**src/rtl/mem_pkg.sv**
```systemverilog
// Shared size/state encodings and default data-RAM depth for the MEM-stage load/store path.
package mem_pkg;

    localparam int unsigned ADDR_WORDS_DEF = 3072;

    typedef enum logic [1:0] {
        SZ_BYTE = 2'd0,
        SZ_HALF = 2'd1,
        SZ_WORD = 2'd2,
        SZ_RSVD = 2'd3
    } size_e;

    typedef enum logic [1:0] {
        IDLE = 2'd0,
        RESP = 2'd1,
        HOLD = 2'd2
    } state_e;

    // Reserved size 3 falls into the word strobe.
    function automatic logic [3:0] lane_strobe(input logic [1:0] size, input logic [1:0] off);
        case (size)
            SZ_BYTE: lane_strobe = 4'b0001 << off;
            SZ_HALF: lane_strobe = off[1] ? 4'b1100 : 4'b0011;
            default: lane_strobe = 4'hF;
        endcase
    endfunction

endpackage

```
**src/rtl/load_align.sv**
```systemverilog
// Load lane select and sign/zero extension of a 32-bit RAM word; returns 0 when en_i is low.
module load_align
    import mem_pkg::*;
(
    input  logic [31:0] rdata_i,
    input  logic [1:0]  size_i,
    input  logic        unsigned_i,
    input  logic [1:0]  off_i,
    input  logic        en_i,
    output logic [31:0] data_o
);

    logic [7:0]  byte_v;
    logic [15:0] half_v;

    always_comb begin
        case (off_i)
            2'd0:    byte_v = rdata_i[7:0];
            2'd1:    byte_v = rdata_i[15:8];
            2'd2:    byte_v = rdata_i[23:16];
            default: byte_v = rdata_i[31:24];
        endcase
        half_v = off_i[1] ? rdata_i[31:16] : rdata_i[15:0];

        data_o = '0;
        if (en_i) begin
            case (size_i)
                SZ_BYTE: data_o = {{24{byte_v[7] & ~unsigned_i}}, byte_v};
                SZ_HALF: data_o = {{16{half_v[15] & ~unsigned_i}}, half_v};
                default: data_o = rdata_i;
            endcase
        end
    end

endmodule

```
**src/rtl/mem_access_unit.sv**
```systemverilog
// MEM-stage load/store front end for dm_ram: strobes, lane-replicated store data, aligned load result.
// Optional MISALIGN_TRAP_EN: flag misaligned half/word accesses and suppress their effects.
module mem_access_unit
    import mem_pkg::*;
#(
    parameter int unsigned ADDR_WORDS = ADDR_WORDS_DEF,
    parameter int unsigned IDX_W      = 12
) (
    input  logic              clk,
    input  logic              rst_n,
    input  logic              stall_i,
    input  logic              ex_valid_i,
    input  logic              ex_load_i,
    input  logic              ex_store_i,
    input  logic [1:0]        ex_size_i,
    input  logic              ex_unsigned_i,
    input  logic [31:0]       ex_addr_i,
    input  logic [31:0]       ex_wdata_i,
    input  logic [4:0]        ex_rd_i,
    output logic              ready_o,
    output logic [IDX_W-1:0]  dm_addr_o,
    output logic              dm_en_o,
    output logic [3:0]        dm_we_o,
    output logic [31:0]       dm_din_o,
    input  logic [31:0]       dm_dout_i,
    output logic              wb_valid_o,
    output logic              wb_load_o,
    output logic [4:0]        wb_rd_o,
    output logic [31:0]       wb_data_o,
    output logic              misalign_o
);

    state_e      state_q;
    logic        accept;
    logic        in_range;
    logic        mis;
    logic [1:0]  size_q;
    logic [1:0]  off_q;
    logic        uns_q;
    logic        ok_q;
    logic        wb_valid_q;
    logic        wb_load_q;
    logic        mis_q;
    logic [4:0]  wb_rd_q;
    logic [31:0] hold_q;
    logic [31:0] align_data;

    assign ready_o   = ~stall_i;
    // Reset drops any presented request, so no RAM write can slip through.
    assign accept    = ex_valid_i & ~stall_i & rst_n;
    assign in_range  = ({2'b00, ex_addr_i[31:2]} < ADDR_WORDS);
    assign dm_addr_o = ex_addr_i[IDX_W+1:2];

`ifdef MISALIGN_TRAP_EN
    always_comb begin
        case (ex_size_i)
            SZ_BYTE: mis = 1'b0;
            SZ_HALF: mis = ex_addr_i[0];
            default: mis = |ex_addr_i[1:0];
        endcase
    end
`else
    assign mis = 1'b0;
`endif

    assign dm_we_o = (accept & ex_store_i & in_range & ~mis)
                   ? lane_strobe(ex_size_i, ex_addr_i[1:0]) : 4'h0;
    assign dm_en_o = |dm_we_o;

    always_comb begin
        case (ex_size_i)
            SZ_BYTE: dm_din_o = {4{ex_wdata_i[7:0]}};
            SZ_HALF: dm_din_o = {2{ex_wdata_i[15:0]}};
            default: dm_din_o = ex_wdata_i;
        endcase
    end

    load_align u_align (
        .rdata_i    (dm_dout_i),
        .size_i     (size_q),
        .unsigned_i (uns_q),
        .off_i      (off_q),
        .en_i       (ok_q),
        .data_o     (align_data)
    );

    always_ff @(posedge clk) begin
        if (!rst_n) begin
            state_q    <= IDLE;
            wb_valid_q <= 1'b0;
            wb_load_q  <= 1'b0;
            wb_rd_q    <= '0;
            mis_q      <= 1'b0;
            size_q     <= '0;
            off_q      <= '0;
            uns_q      <= 1'b0;
            ok_q       <= 1'b0;
            hold_q     <= '0;
        end else if (state_q != IDLE && stall_i) begin
            // dm_ram keeps re-reading, so the RESP result must be frozen on entry to HOLD.
            if (state_q == RESP) begin
                state_q <= HOLD;
                hold_q  <= align_data;
            end
        end else if (accept) begin
            state_q    <= RESP;
            wb_valid_q <= 1'b1;
            wb_load_q  <= ex_load_i & ~mis;
            wb_rd_q    <= ex_rd_i;
            mis_q      <= mis;
            size_q     <= ex_size_i;
            off_q      <= ex_addr_i[1:0];
            uns_q      <= ex_unsigned_i;
            ok_q       <= ex_load_i & in_range & ~mis;
        end else begin
            state_q    <= IDLE;
            wb_valid_q <= 1'b0;
            wb_load_q  <= 1'b0;
            mis_q      <= 1'b0;
        end
    end

    always_comb begin
        case (state_q)
            RESP:    wb_data_o = align_data;
            HOLD:    wb_data_o = hold_q;
            default: wb_data_o = '0;
        endcase
    end

    assign wb_valid_o = wb_valid_q;
    assign wb_load_o  = wb_load_q;
    assign wb_rd_o    = wb_rd_q;
    assign misalign_o = mis_q;

endmodule

```
**config.mk**
```make
export PLATFORM = sky130hd
export DESIGN_NAME = mem_access_unit
export DESIGN_NICKNAME = d
export VERILOG_FILES = /design/src/rtl/mem_pkg.sv /design/src/rtl/load_align.sv /design/src/rtl/mem_access_unit.sv
export SDC_FILE = /design/constraint.sdc
export NUM_CORES = 1
export LEC_CHECK = 0
export ABC_AREA = 0
export ABC_CLOCK_PERIOD_IN_PS = 2800
export BUFFER_PORTS_ARGS = -buffer_cell sky130_fd_sc_hd__buf_4
export CAP_MARGIN = 10
export CORE_UTILIZATION = 43
export CTS_CLUSTER_DIAMETER = 50
export DETAILED_ROUTE_END_ITERATION = 10
export HOLD_SLACK_MARGIN = 0.03
export PLACE_DENSITY = 0.88
export SETUP_SLACK_MARGIN = 0.02
export SLEW_MARGIN = 20
export SYNTH_ARGS = -nofsm -noshare
export SYNTH_HDL_FRONTEND = slang
export SYNTH_SLANG_ARGS = --single-unit
```
**constraint.sdc**
```tcl
create_clock -name clk -period 2.8 [get_ports clk]
set_input_delay 0.56 -clock clk [delete_from_list [all_inputs] [get_ports clk]]
set_output_delay 0.56 -clock clk [all_outputs]
set_load 0.01 [all_outputs]
```
==> flow_metrics.tcl <==
set metrics [dict create \
    cts_buffer_depth 2 \
    min_period_ns 2.67 \
    fmax_mhz 374 \
    clkTransAtPathRegs_ns 0.09 \
    final_nets 679 \
    yosysSeqAreaShare 0.297 \
    grt_max_degree 35 \
    wl_per_cell_um 16.2 \
    gp_congestion 0.901 \
    rsz0062_at_grt "no" \
    yosysTopAreaCell "dfxtp_1" \
    power_density_mw_per_mm2 329 \
    n_fill_cell 598 \
    dominantRegCellSynth "dfxtp_1" \
    num_io_pins 200 \
    place_area_mm2 0.00444 \
    hold_viol 0 \
    grt_usage 0.272 \
    wirelength_mm 10.7 \
    synth_cells 415 \
    critPathMaxFanout 16 \
    cts_root_buffer "clkbuf_8" \
    min-delay-path-class "flop to flop" \
    ir_worst_vdd_uv 209 \
    die_w_um 87.8 \
    drtAntennaViolNets 0 \
    die-area_mm2 0.00771 \
    maxSlewViolCount 0 \
    fin_area_mm2 0.00460 \
    antenna_found_initial 0 \
    drtPass1Iterations 4 \
    fp-row-count 30 \
    synth.area.top_cells "dfxtp_1 30%, nand2_1 10%, o21ai_0 9.5%" \
    areaGrowthSynthToFinish_pct 45.4 \
    drv_cap 0 \
    grt-ovfl-total 0 \
    die_h_um 87.8 \
    post-dp-hpwl_mm 8.41 \
    route.detailed.drc 0 \
    diodes 0 \
    cts_tree "done" \
    start_util 0.456 \
    r2r_slack_ns 0.37 \
    synth_top_area_frac 0.297 \
    synth.lib_cells_used.distinct 46 \
    cts_buffers 5 \
    setup_tns_ns 0 \
    grt_pass1_wl_mm 16.4 \
    syn-num-nets 528 \
    required_ns 2.24 \
    yosys.cell_count.top_type "nand2_1" \
    clock-sinks 47 \
    clock_skew_ns 0.0111 \
    critPathArrivalTime_ns 2.11 \
    layout-drive-gt1-share 0.418 \
    final-setup-viol-count 0 \
    synth_edf_count 0 \
    drt_iter0_markers 286 \
    cp-start-kind "flop" \
    syn_area_mm2 0.00317 \
    worstSetupPathType "flop to primary output" \
    vias 3637 \
    core_area_mm2 0.00694 \
    async_reset_ff_frac 0 \
    routed_via_density 5.49 \
    status "finished, final reports clean" \
    ys_warn_count 0 \
    port_buffers 178 \
    clock_latency_ns 0.30 \
    slew-limit-headroom 0.364 \
    syn_area_per_cell_um2 7.63 \
    htree_levels 2 \
    endpoint_kind "primary output" \
    netlist_top_cells_count "87 x nand2_1, 60 x o21ai_0, 47 x dfxtp_1" \
    leakagePower_nw 2.04 \
    grt_pass1_vias 3534 \
    ys_ff_latch 47 \
    tightest_slew_ns 0.948 \
    finalCritPeriodShare 0.955 \
]
cells in the final DEF (no fill, tap or decap), drive strengths merged, types with 10 or more instances in the layout:
master  netlist  final
buf          26    191
nand2        87     87
o21ai        62     62
dfxtp        47     47
a21oi        21     21
nor2         20     20
mux2         18     18
a221o        17     17
mux2i        15     15
a21boi       11     11
and2         10     10
layout make-up:
class / instances / area [µm²] / share of cell area
Clock buffer: 7 / 86.3 / 0.0187
Clock inverter: 1 / 8.76 / 0.00190
Inverter: 8 / 30.0 / 0.00652
Multi-Input combinational cell: 313 / 1970 / 0.428
Sequential cell: 47 / 942 / 0.205
Tap cell: 96 / 120 / 0.0261
Timing Repair Buffer: 191 / 1450 / 0.314
final timing paths:
check / start / to / cells past startpoint
worst max-delay path: off_q[0] / wb_data_o[17] / 6
worst min-delay path: hold_q[18] / hold_q[18] / 2
worst max register to register: state_q[0] / hold_q[30] / 7
worst min register to register: hold_q[18] / hold_q[18] / 2
metal layers:
layer	track usage	vias to the layer above	share of wire
li1	-	1758	-
met1	0.305	1681	0.39
met2	0.505	173	0.52
met3	0.0518	25	0.066
met4	0.104	0	0.029
met5	0	-	0
where the power goes:
group	total (W)	internal [W]	switching (W)
clock	0.000435	0.000203	0.000232
combinational	0.000396	0.000212	0.000184
sequential	0.000684	0.000677	0.00000735
registers in the layout, summed over array words and instances (netlist names):
register and count:
hold_q 32, wb_rd_o 5, off_q 2, size_q 2
state_q 2, ok_q 1, uns_q 1, wb_load_o 1
wb_valid_o 1
through the flow:
step	hold WS, ns	worst slack [ns]	utilization	total power, W	cells
2_1_floorplan	0.425	0.314	-	0.000884	415
3_3_place_gp	0.434	0.0556	0.639	0.00108	654
3_5_place_dp	0.445	-0.0428	0.639	0.00109	654
4_1_cts	0.466	0.0255	0.657	0.00151	663
5_1_grt	0.482	0.0291	0.663	0.00158	663
6_report	0.464	0.125	0.663	0.00152	663
logic make-up after synthesis:
family,share of synthesized area
AND/OR/NAND/NOR,0.195
AO/OA/AOI/OAI,0.287
buffers and inverters,0.0964
flip-flops,0.297
multiplexers,0.111
adder cells (fa/ha/maj),0.0119
other,0.00118
critical path, cell delays in order (launching register included):
cell	delay, ns
dfxtp_1	0.35
or3_1	0.42
or2_4	0.27
a2111oi_4	0.35
buf_12	0.19
a221o_1	0.13
buf_4	0.12
repair_timing:
item | 4_1_cts | 5_1_grt
pin swaps | 1 | 1
hold buffers | 0 | 0
resized for setup | 3 | 9
endpoints found under the setup margin | 17 | 29
buffers inserted | 1 | 0
Power figures use the tool's default switching activity.
